**config.mk**
```make
export PLATFORM = sky130hd
export DESIGN_NAME = draw_grid
export DESIGN_NICKNAME = d
export VERILOG_FILES = /design/src/rtl/draw_pkg.sv /design/src/rtl/draw_grid_line_scan_ctr.sv /design/src/rtl/draw_grid.sv
export SDC_FILE = /design/constraint.sdc
export NUM_CORES = 1
export LEC_CHECK = 0
export ABC_CLOCK_PERIOD_IN_PS = 11400
export BUFFER_PORTS_ARGS = -buffer_cell sky130_fd_sc_hd__buf_2
export CORE_ASPECT_RATIO = 0.5
export CORE_MARGIN = 2
export CORE_UTILIZATION = 50
export DETAILED_ROUTE_END_ITERATION = 8
export GPL_TIMING_DRIVEN = 0
export PLACE_DENSITY = 0.68
export SKIP_CTS_REPAIR_TIMING = 1
export SYNTH_ARGS = -nofsm -noshare
export SYNTH_HDL_FRONTEND = slang
export SYNTH_HIERARCHICAL = 1
export SYNTH_SLANG_ARGS = --single-unit
```
**constraint.sdc**
```tcl
create_clock -name clk -period 11.4 [get_ports clk]
set_input_delay 2.28 -clock clk [delete_from_list [all_inputs] [get_ports clk]]
set_output_delay 2.28 -clock clk [all_outputs]
set_load 0.01 [all_outputs]
```
**src/rtl/draw_pkg.sv**
```systemverilog
// Shared types and helpers for the grid drawer.
// DRAW_GRID_FILL_EN adds the FILL state (background raster before the grid lines).
package draw_pkg;

`ifdef DRAW_GRID_FILL_EN
  typedef enum logic [2:0] {IDLE, FILL, HORIZ, VERT, FINISH} state_t;
`else
  typedef enum logic [2:0] {IDLE, HORIZ, VERT, FINISH} state_t;
`endif

  typedef logic [2:0] colour_t;

  // Board extent on each axis: CELLS pitches plus the closing line's thickness.
  function automatic int unsigned spanOf(input int unsigned cells,
                                         input int unsigned pitch,
                                         input int unsigned lineW);
    return cells * pitch + lineW;
  endfunction

endpackage

```
**src/rtl/draw_grid_line_scan_ctr.sv**
```systemverilog
// Three-level nested scan counter (inner, thickness, line index) with
// runtime limits, step enable and an all-at-last wrap flag.
module line_scan_ctr #(
  parameter int unsigned W = 8
) (
  input  logic         clk,
  input  logic         resetn,
  input  logic         step,
  input  logic [W-1:0] innerLast,
  input  logic [W-1:0] midLast,
  input  logic [W-1:0] outerLast,
  output logic [W-1:0] inner,
  output logic [W-1:0] mid,
  output logic [W-1:0] outer,
  output logic [W-1:0] nextInner_c,
  output logic [W-1:0] nextMid_c,
  output logic [W-1:0] nextOuter_c,
  output logic         wrap_c
);

  logic innerEnd;
  logic midEnd;
  logic outerEnd;

  // Value the counters take on the next step; everything returns to 0 on wrap.
  always_comb begin
    innerEnd    = (inner == innerLast);
    midEnd      = (mid == midLast);
    outerEnd    = (outer == outerLast);
    nextInner_c = innerEnd ? '0 : inner + W'(1);
    nextMid_c   = mid;
    nextOuter_c = outer;
    if (innerEnd) begin
      nextMid_c = midEnd ? '0 : mid + W'(1);
      if (midEnd) begin
        nextOuter_c = outerEnd ? '0 : outer + W'(1);
      end
    end
    wrap_c = innerEnd && midEnd && outerEnd;
  end

  // Counter registers advance only on step.
  always_ff @(posedge clk) begin
    if (!resetn) begin
      inner <= '0;
      mid   <= '0;
      outer <= '0;
    end else if (step) begin
      inner <= nextInner_c;
      mid   <= nextMid_c;
      outer <= nextOuter_c;
    end
  end

endmodule

```
**src/rtl/draw_grid.sv**
```systemverilog
// Grid drawer: streams grid-line pixels over a valid/ready pixel interface.
// Optional macro DRAW_GRID_FILL_EN: raster-fill the board with BG_COLOUR first.
module draw_grid
  import draw_pkg::*;
#(
  parameter int unsigned CELLS     = 8,
  parameter int unsigned PITCH     = 13,
  parameter int unsigned LINE_W    = 2,
  parameter int unsigned X0        = 27,
  parameter int unsigned Y0        = 10,
  parameter int unsigned COORD_W   = 8,
  parameter colour_t     BG_COLOUR = 3'b000
) (
  input  logic               clk,
  input  logic               resetn,
  input  logic               start,
  input  logic [2:0]         colour_in,
  input  logic               plot_ready,
  output logic               plot_valid,
  output logic [COORD_W-1:0] plot_x,
  output logic [COORD_W-1:0] plot_y,
  output logic [2:0]         plot_colour,
  output logic               busy,
  output logic               done
);

  localparam int unsigned SPAN  = spanOf(CELLS, PITCH, LINE_W);
  localparam int unsigned CNT_W = $clog2(SPAN);
  localparam logic [CNT_W-1:0] SPAN_LAST  = CNT_W'(SPAN - 1);
  localparam logic [CNT_W-1:0] LW_LAST    = CNT_W'(LINE_W - 1);
  localparam logic [CNT_W-1:0] CELLS_LAST = CNT_W'(CELLS);

  state_t  state;
  state_t  nextState;
  colour_t colourReg;
  colour_t colourSel;
  logic    advance;
  logic    wrap;

  logic [CNT_W-1:0] inner, mid, outer;
  logic [CNT_W-1:0] nInner, nMid, nOuter;
  logic [CNT_W-1:0] innerLast, midLast, outerLast;
  logic [CNT_W-1:0] iSel, mSel, oSel;

  logic               validNext;
  logic               busyNext;
  logic               doneNext;
  logic [COORD_W-1:0] xNext;
  logic [COORD_W-1:0] yNext;
  colour_t            colourNext;

  assign advance = plot_valid && plot_ready;

  line_scan_ctr #(.W(CNT_W)) scanCtr (
    .clk         (clk),
    .resetn      (resetn),
    .step        (advance),
    .innerLast   (innerLast),
    .midLast     (midLast),
    .outerLast   (outerLast),
    .inner       (inner),
    .mid         (mid),
    .outer       (outer),
    .nextInner_c (nInner),
    .nextMid_c   (nMid),
    .nextOuter_c (nOuter),
    .wrap_c      (wrap)
  );

  // Scan limits: lines use (span, thickness, line index); fill uses (x, -, y).
  always_comb begin
    innerLast = SPAN_LAST;
    midLast   = LW_LAST;
    outerLast = CELLS_LAST;
`ifdef DRAW_GRID_FILL_EN
    if (state == FILL) begin
      midLast   = '0;
      outerLast = SPAN_LAST;
    end
`endif
  end

  // State register, colour latch and registered pixel outputs.
  always_ff @(posedge clk) begin
    if (!resetn) begin
      state       <= IDLE;
      colourReg   <= '0;
      plot_valid  <= 1'b0;
      busy        <= 1'b0;
      done        <= 1'b0;
      plot_x      <= COORD_W'(X0);
      plot_y      <= COORD_W'(Y0);
      plot_colour <= '0;
    end else begin
      state <= nextState;
      if (state == IDLE && start) begin
        colourReg <= colour_in;
      end
      plot_valid  <= validNext;
      busy        <= busyNext;
      done        <= doneNext;
      plot_x      <= xNext;
      plot_y      <= yNext;
      plot_colour <= colourNext;
    end
  end

  // Next-state: each drawing phase ends on the handshake of its last pixel.
  always_comb begin
    nextState = state;
    case (state)
      IDLE: begin
        if (start) begin
`ifdef DRAW_GRID_FILL_EN
          nextState = FILL;
`else
          nextState = HORIZ;
`endif
        end
      end
`ifdef DRAW_GRID_FILL_EN
      FILL:   if (advance && wrap) nextState = HORIZ;
`endif
      HORIZ:  if (advance && wrap) nextState = VERT;
      VERT:   if (advance && wrap) nextState = FINISH;
      FINISH: nextState = IDLE;
      default: nextState = IDLE;
    endcase
  end

  // Output values for the coming cycle, from the counters as they will stand.
  always_comb begin
    iSel       = advance ? nInner : inner;
    mSel       = advance ? nMid   : mid;
    oSel       = advance ? nOuter : outer;
    colourSel  = (state == IDLE) ? colour_in : colourReg;
    validNext  = 1'b0;
    busyNext   = 1'b0;
    doneNext   = 1'b0;
    xNext      = COORD_W'(X0 + 32'(iSel));
    yNext      = COORD_W'(Y0 + 32'(oSel) * PITCH + 32'(mSel));
    colourNext = BG_COLOUR;
    case (nextState)
`ifdef DRAW_GRID_FILL_EN
      FILL: begin
        validNext = 1'b1;
        busyNext  = 1'b1;
        yNext     = COORD_W'(Y0 + 32'(oSel));
      end
`endif
      HORIZ: begin
        validNext  = 1'b1;
        busyNext   = 1'b1;
        colourNext = colourSel;
      end
      VERT: begin
        validNext  = 1'b1;
        busyNext   = 1'b1;
        xNext      = COORD_W'(X0 + 32'(oSel) * PITCH + 32'(mSel));
        yNext      = COORD_W'(Y0 + 32'(iSel));
        colourNext = colourSel;
      end
      FINISH:  doneNext = 1'b1;
      default: ;
    endcase
  end

endmodule

```
# Yosys cells after proc, flatten, opt, wreduce, memory -nomap -nowiden
# Index checks and enable logic that the tools add are counted.
# W data, S select, Z words.
# totals
inputBits	7
out_inout_bits	22
elab_cells	54
rom_bits	0
reg_bits	48
n_memories	0
latchBits	0
ram_bits	0
# classes
reduce_logical	8
addsub	9
multipliers	1
n_shift	0
order_cmp	0
n_div	0
mux	18
n_bitwise	0
n_eq_ne	8
# op_table
op	n
$mux W7	9
$add A7 B1 Y7 const B	3
$add A8 B7 Y8	2
$mux W8	2
$mux W3	4
$eq A3 B2 Y1 const B	3
$pmux W3 S3	1
$add A4 B7 Y8 const A	1
$add A4 B8 Y8 const A	1
$add A5 B7 Y8 const A	1
$add A5 B8 Y8 const A	1
$mul A7 B4 Y8 const B	1
$eq A7 B1 Y1 const B	1
$eq A7 B4 Y1 const B	1
$eq A7 B7 Y1 const B	1
$eq A3 B1 Y1 const B	2
$logic_and A1 B1 Y1	5
$logic_not A3 Y1	1
$mux W1	2
$reduce_and A2 Y1	1
$reduce_or A2 Y1	1

# Longest topological paths before layout
# logic_depth
ltp_word	9
mapped_depth	24
depth_no_buf	21

# By module
# Netlist, hierarchy kept.
# by_module_without_submodules
module	area_each_um2	cells_per_inst	seq_area_each_um2	instances
draw_grid	2352.3	279	540.5	1
line_scan_ctr	1737.9	217	420.4	1

# Least setup slack after synthesis
# Ideal clock, no wire load.
# synth_path
path_kind	input -> register
startpoint	input port plot_ready
endpoint	register plot_x[6]
setup_slack_ns	5.290
path_stages	18
arrival_time_ns	6.048
n_path_buf	2
setup_ns	0.062
path_cell_list	nand2_2 -> buf_6 -> inv_2 -> buf_2 -> mux2i_1 -> inv_1 -> ha_1 -> fa_1 -> fa_1 -> inv_1 -> ha_1 -> inv_1 -> ha_1 -> inv_1 -> o21bai_1 -> a21oi_1 -> or4b_1 -> nand3_1
# synth_via
elab_chain_cells	6
elab_cells_between_ends	14
cone_classes	add/sub: 3; mul: 1; eq/ne: 1; mux: 7; reduce/logical: 2
# synth_rtl
element	line_no	rtl
start: declaration	draw_grid.sv:18	input logic plot_ready,
$logic_and A1 B1 Y1 *	draw_grid.sv:52	assign advance = plot_valid && plot_ready;
named net advance	draw_grid.sv:37	logic advance;
$mux W7 or $logic_and A1 B1 Y1 (tied branches)	n/a	
$mul A7 B4 Y8, or another cell as far along	draw_grid.sv:159	xNext = COORD_W'(X0 + 32'(oSel) * PITCH + 32'(mSel));
$add A5 B8 Y8 or $pmux W3 S3 (tied branches)	draw_grid.sv:159, draw_grid.sv:111	
$add A8 B7 Y8 or $eq A3 B2 Y1 (tied branches)	draw_grid.sv:159, draw_grid.sv:143	
$mux W8 *	draw_grid.sv:143	case (nextState)
end signal: assignment	draw_grid.sv:91	plot_x <= COORD_W'(X0);
end signal: assignment	draw_grid.sv:102	plot_x <= xNext;
end: declaration	draw_grid.sv:20	output logic [COORD_W-1:0] plot_x,
# Mark *: on every way through the listed nets, which the timed path passes. The rest lies on a longest branch.
# A chain may end at the register's enable or synchronous reset.

# Final worst setup path
# Ends and elaborated chain as after synthesis.

==> key figures <==
Run status
  – Outcome: completed

STA
  – Fmax: between 0.15 and 0.2 GHz
  – Crit path time final: around 6.5 ns
  – Clock Skew: ~0.0088 ns
  – Setup violations, final: 0
  – Final hold slack: about 0.47 ns
  – Worst Tran Pin Value: 0.6088 ns
  – RSZ-0062 raised after global routing: no
  – Max-Slew Margin vs Limit: roughly 59%
  – Slew Limit Fails: 0
  – Final Hold Vio Count: 0
  – Setup TNS: 0 ns
  – Fin crit share: 57.19%
  – Fin worst setup slack: 4.881 ns

Synthesis
  – Sequential area share after synthesis: a little under a quarter
  – Mapped Cells: ~500
  – Post-synth EDFFs: 0
  – FF+latch count, synth: 48
  – Ys flop type: dfxtp_1
  – Mapped cell area: 4090 µm²
  – Yosys warns: 6
  – Asr flop ratio synth: 0%
  – Cell variety after synth: 64
  – Syn Area/Cell: approximately 8.2 µm²

Critical path
  – Worst path cell trace: buf_2 > nand2_2 > buf_6 > inv_2 > buf_2 > mux2i_1 > inv_1 > ha_1 > fa_1 > fa_1 > inv_1 > ha_1 > inv_1 > ha_1 > inv_1 > o21bai_1 > a21oi_1 > or4b_1 > nand3_1
  – Worst Path Required: approximately 12 ns
  – Crit-path max FO: 11
  – CP delay by family, top: adder cells
  – CP Buf/Inv Count: 8
  – Flop2flop setup slack: slightly below 6 ns
  – Most used cell, CP: inv_1
  – Kind of critical path: input pin to flop
  – CP peak stage delay: 0.57 ns
  – Critical-path top delay cell: fa_1
  – Critical path data arrival time: 6.75 ns
  – Crit end category: flop
  – Setup crit start kind: input pin

Placed design
  – Hpwl dp: between 7000 and 8000 µm
  – Input/output buffers: 28
  – Post-Place Setup Slack: about 4.7 ns
  – Routability cong.: about 0.9

Routing
  – Avg WL per Cell: roughly 15 µm
  – Drt pass-1 iters: 5
  – Post-route ant nets: 0
  – Via count: approximately 3600
  – DR vias/cell: approximately 5.5
  – # DRC: 0
  – Post-Route WL: 9723 µm
  – Initial drt markers: 257

Floorplanning
  – Core area: around 8000 µm²
  – Chip width: about 130 µm
  – Top-Level Pins: 29
  – FP Rows: 23
  – Initial Utilization: between 50 and 60%
  – Die footprint: 8964 µm²
  – Die height: 67.96 µm

Clock tree
  – H-tree Lvls: 2
  – Clock sink total: 48
  – Root Buffer: clkbuf_16
  – Max clock buf depth: 2
  – CTS tree: done
  – CTS buffer count: 5
  – Worst-Skew Late Latency: 0.30 ns
  – Clk slew on worst S/H paths: 0.06 ns

Pwr
  – Final Power: approximately 0.36 mW
  – Leak Pwr: 2.215 nW
  – VDD IR max: between 0.00004 and 0.00005 V
  – Pwr dens: between 70 and 80 nW/µm²

Finish
  – Area of the multi-input gates: a little under 3000 µm²
  – Nets: 596
  – Synthesis-to-layout area growth: 12.45%
  – Fraction of layout cells with a size suffix above 1: 12.32%
  – Fill cells: roughly 780
  – Ant diodes: 0
  – Sequential cell area: roughly 960 µm²

Global routing
  – Grt total ovfl: 0
  – Vias in the first global route: 3160
  – First-pass GRT wire length: 15880 µm
  – Largest net degree at the start of global routing: 16
  – Total GRT Usage: between 20% and 30%
  – Initial antenna violation count: 0

Flow run
  – Max cap viols: 0

Hold path
  – Hold crit path type: flop to flop
kinds of logic after synthesis:
group / share of synthesized area, %
AOI/OAI and AO/OA: 20.16
other: 0.1836
adders and majority gates: 12.73
buffers and inverters: 6.821
and+or+nand+nor: 20.68
xor gates and xnor gates: 10.83
muxes: 5.108
DFF: 23.49
worst reg2reg max path, delay by kind of cell, from the launching register on:
kind                       cells  cell delay [ns]
and+or+nand+nor                4             1.28
muxes                          1             0.41
adders and majority gates      5             2.00
xor gates and xnor gates       1             0.16
AOI/OAI and AO/OA              4             0.60
buffers and inverters          6             0.68
DFF                            1             0.35
cells in the mapped netlist (all sizes together), types with 4 or more instances:
cell type  count  area [µm²]
a21o           9       67.56
nor2b          6       37.54
o21bai         4       30.03
mux2i         19       193.9
ha            32       400.4
nor3b          5       37.54
fa             6       120.1
xnor2         22       192.7
and3          15       93.84
a32o           8       80.08
o211ai        10       75.07
o2bb2ai        7       61.31
o22ai          4       25.02
a211oi         4       35.03
a21oi         22       113.9
buf           14       101.3
o21ai         19       95.09
nand2b        16       100.1
nand2         56       212.7
o2111ai        6       52.55
dfxtp         48       960.9
clkbuf        12       46.29
nor3           6       40.04
nand3         18       90.09
inv           35       131.4
nor2          20       75.07
xor2          26       227.7
a21boi         4       30.03
nand4          4       25.02
cell type report:
class	instances	share of cell area, %
Timing Repair Buffer	28	3.047
Tap cell	112	3.047
Sequential cell	48	20.89
Inverter	35	2.856
Buffer	26	3.210
Clock inverter	2	0.3264
Clock buffer	6	3.020
Multi-Input combinational cell	407	63.60
per-stage QoR:
stage          util [%]  std cells  cell area, µm²
2_1_floorplan         -        516            4165
3_3_place_gp      55.77        656            4446
3_5_place_dp      55.77        656            4446
4_1_cts           57.70        664            4599
5_1_grt           57.70        664            4599
6_report          57.70        664            4599
cell usage in the layout (no fill, tap or decap), types with 8 or more instances in the layout:
| cell | synthesis | final |
|---|---|---|
| a32o_1 | 8 | 8 |
| mux2i_1 | 18 | 18 |
| buf_2 | 6 | 34 |
| and3_1 | 15 | 15 |
| a21o_1 | 9 | 9 |
| a21oi_1 | 21 | 21 |
| inv_1 | 33 | 33 |
| xor2_1 | 26 | 26 |
| o211ai_1 | 10 | 10 |
| nand2b_1 | 16 | 16 |
| xnor2_1 | 22 | 22 |
| nand2_1 | 55 | 55 |
| nand3_1 | 18 | 18 |
| nor2_1 | 20 | 20 |
| ha_1 | 32 | 32 |
| o21ai_0 | 18 | 18 |
| clkbuf_1 | 11 | 11 |
| conb_1 | 2 | 22 |
| dfxtp_1 | 48 | 48 |
routing by layer:
metal  wire length, µm  track usage [%]
met5                 0                0
met4                72            3.940
met3               650            3.630
met2              3948            35.87
met1              5052            31.68
power by group:
part / total, mW / switching (mW) / internal (mW)
clock network: 0.156 / 0.0687 / 0.0874
logic: 0.0320 / 0.0196 / 0.0125
registers: 0.174 / 0.00312 / 0.171
flip-flops by register name (all words and copies together) (netlist names):
signal         cells
plot_colour        3
scanCtr/mid        7
busy               1
plot_y             8
colourReg          3
state              3
scanCtr/outer      7
done               1
scanCtr/inner      7
plot_x             8
path summary, 6_finish.rpt:
path / cells past startpoint / startpoint / to
max: 19 / plot_ready / plot_x[6]
min: 2 / colourReg[2] / colourReg[2]
max reg2reg: 21 / scanCtr/inner[4] / plot_x[6]
min reg2reg: 2 / colourReg[2] / colourReg[2]
Power figures use the tool's default switching activity.
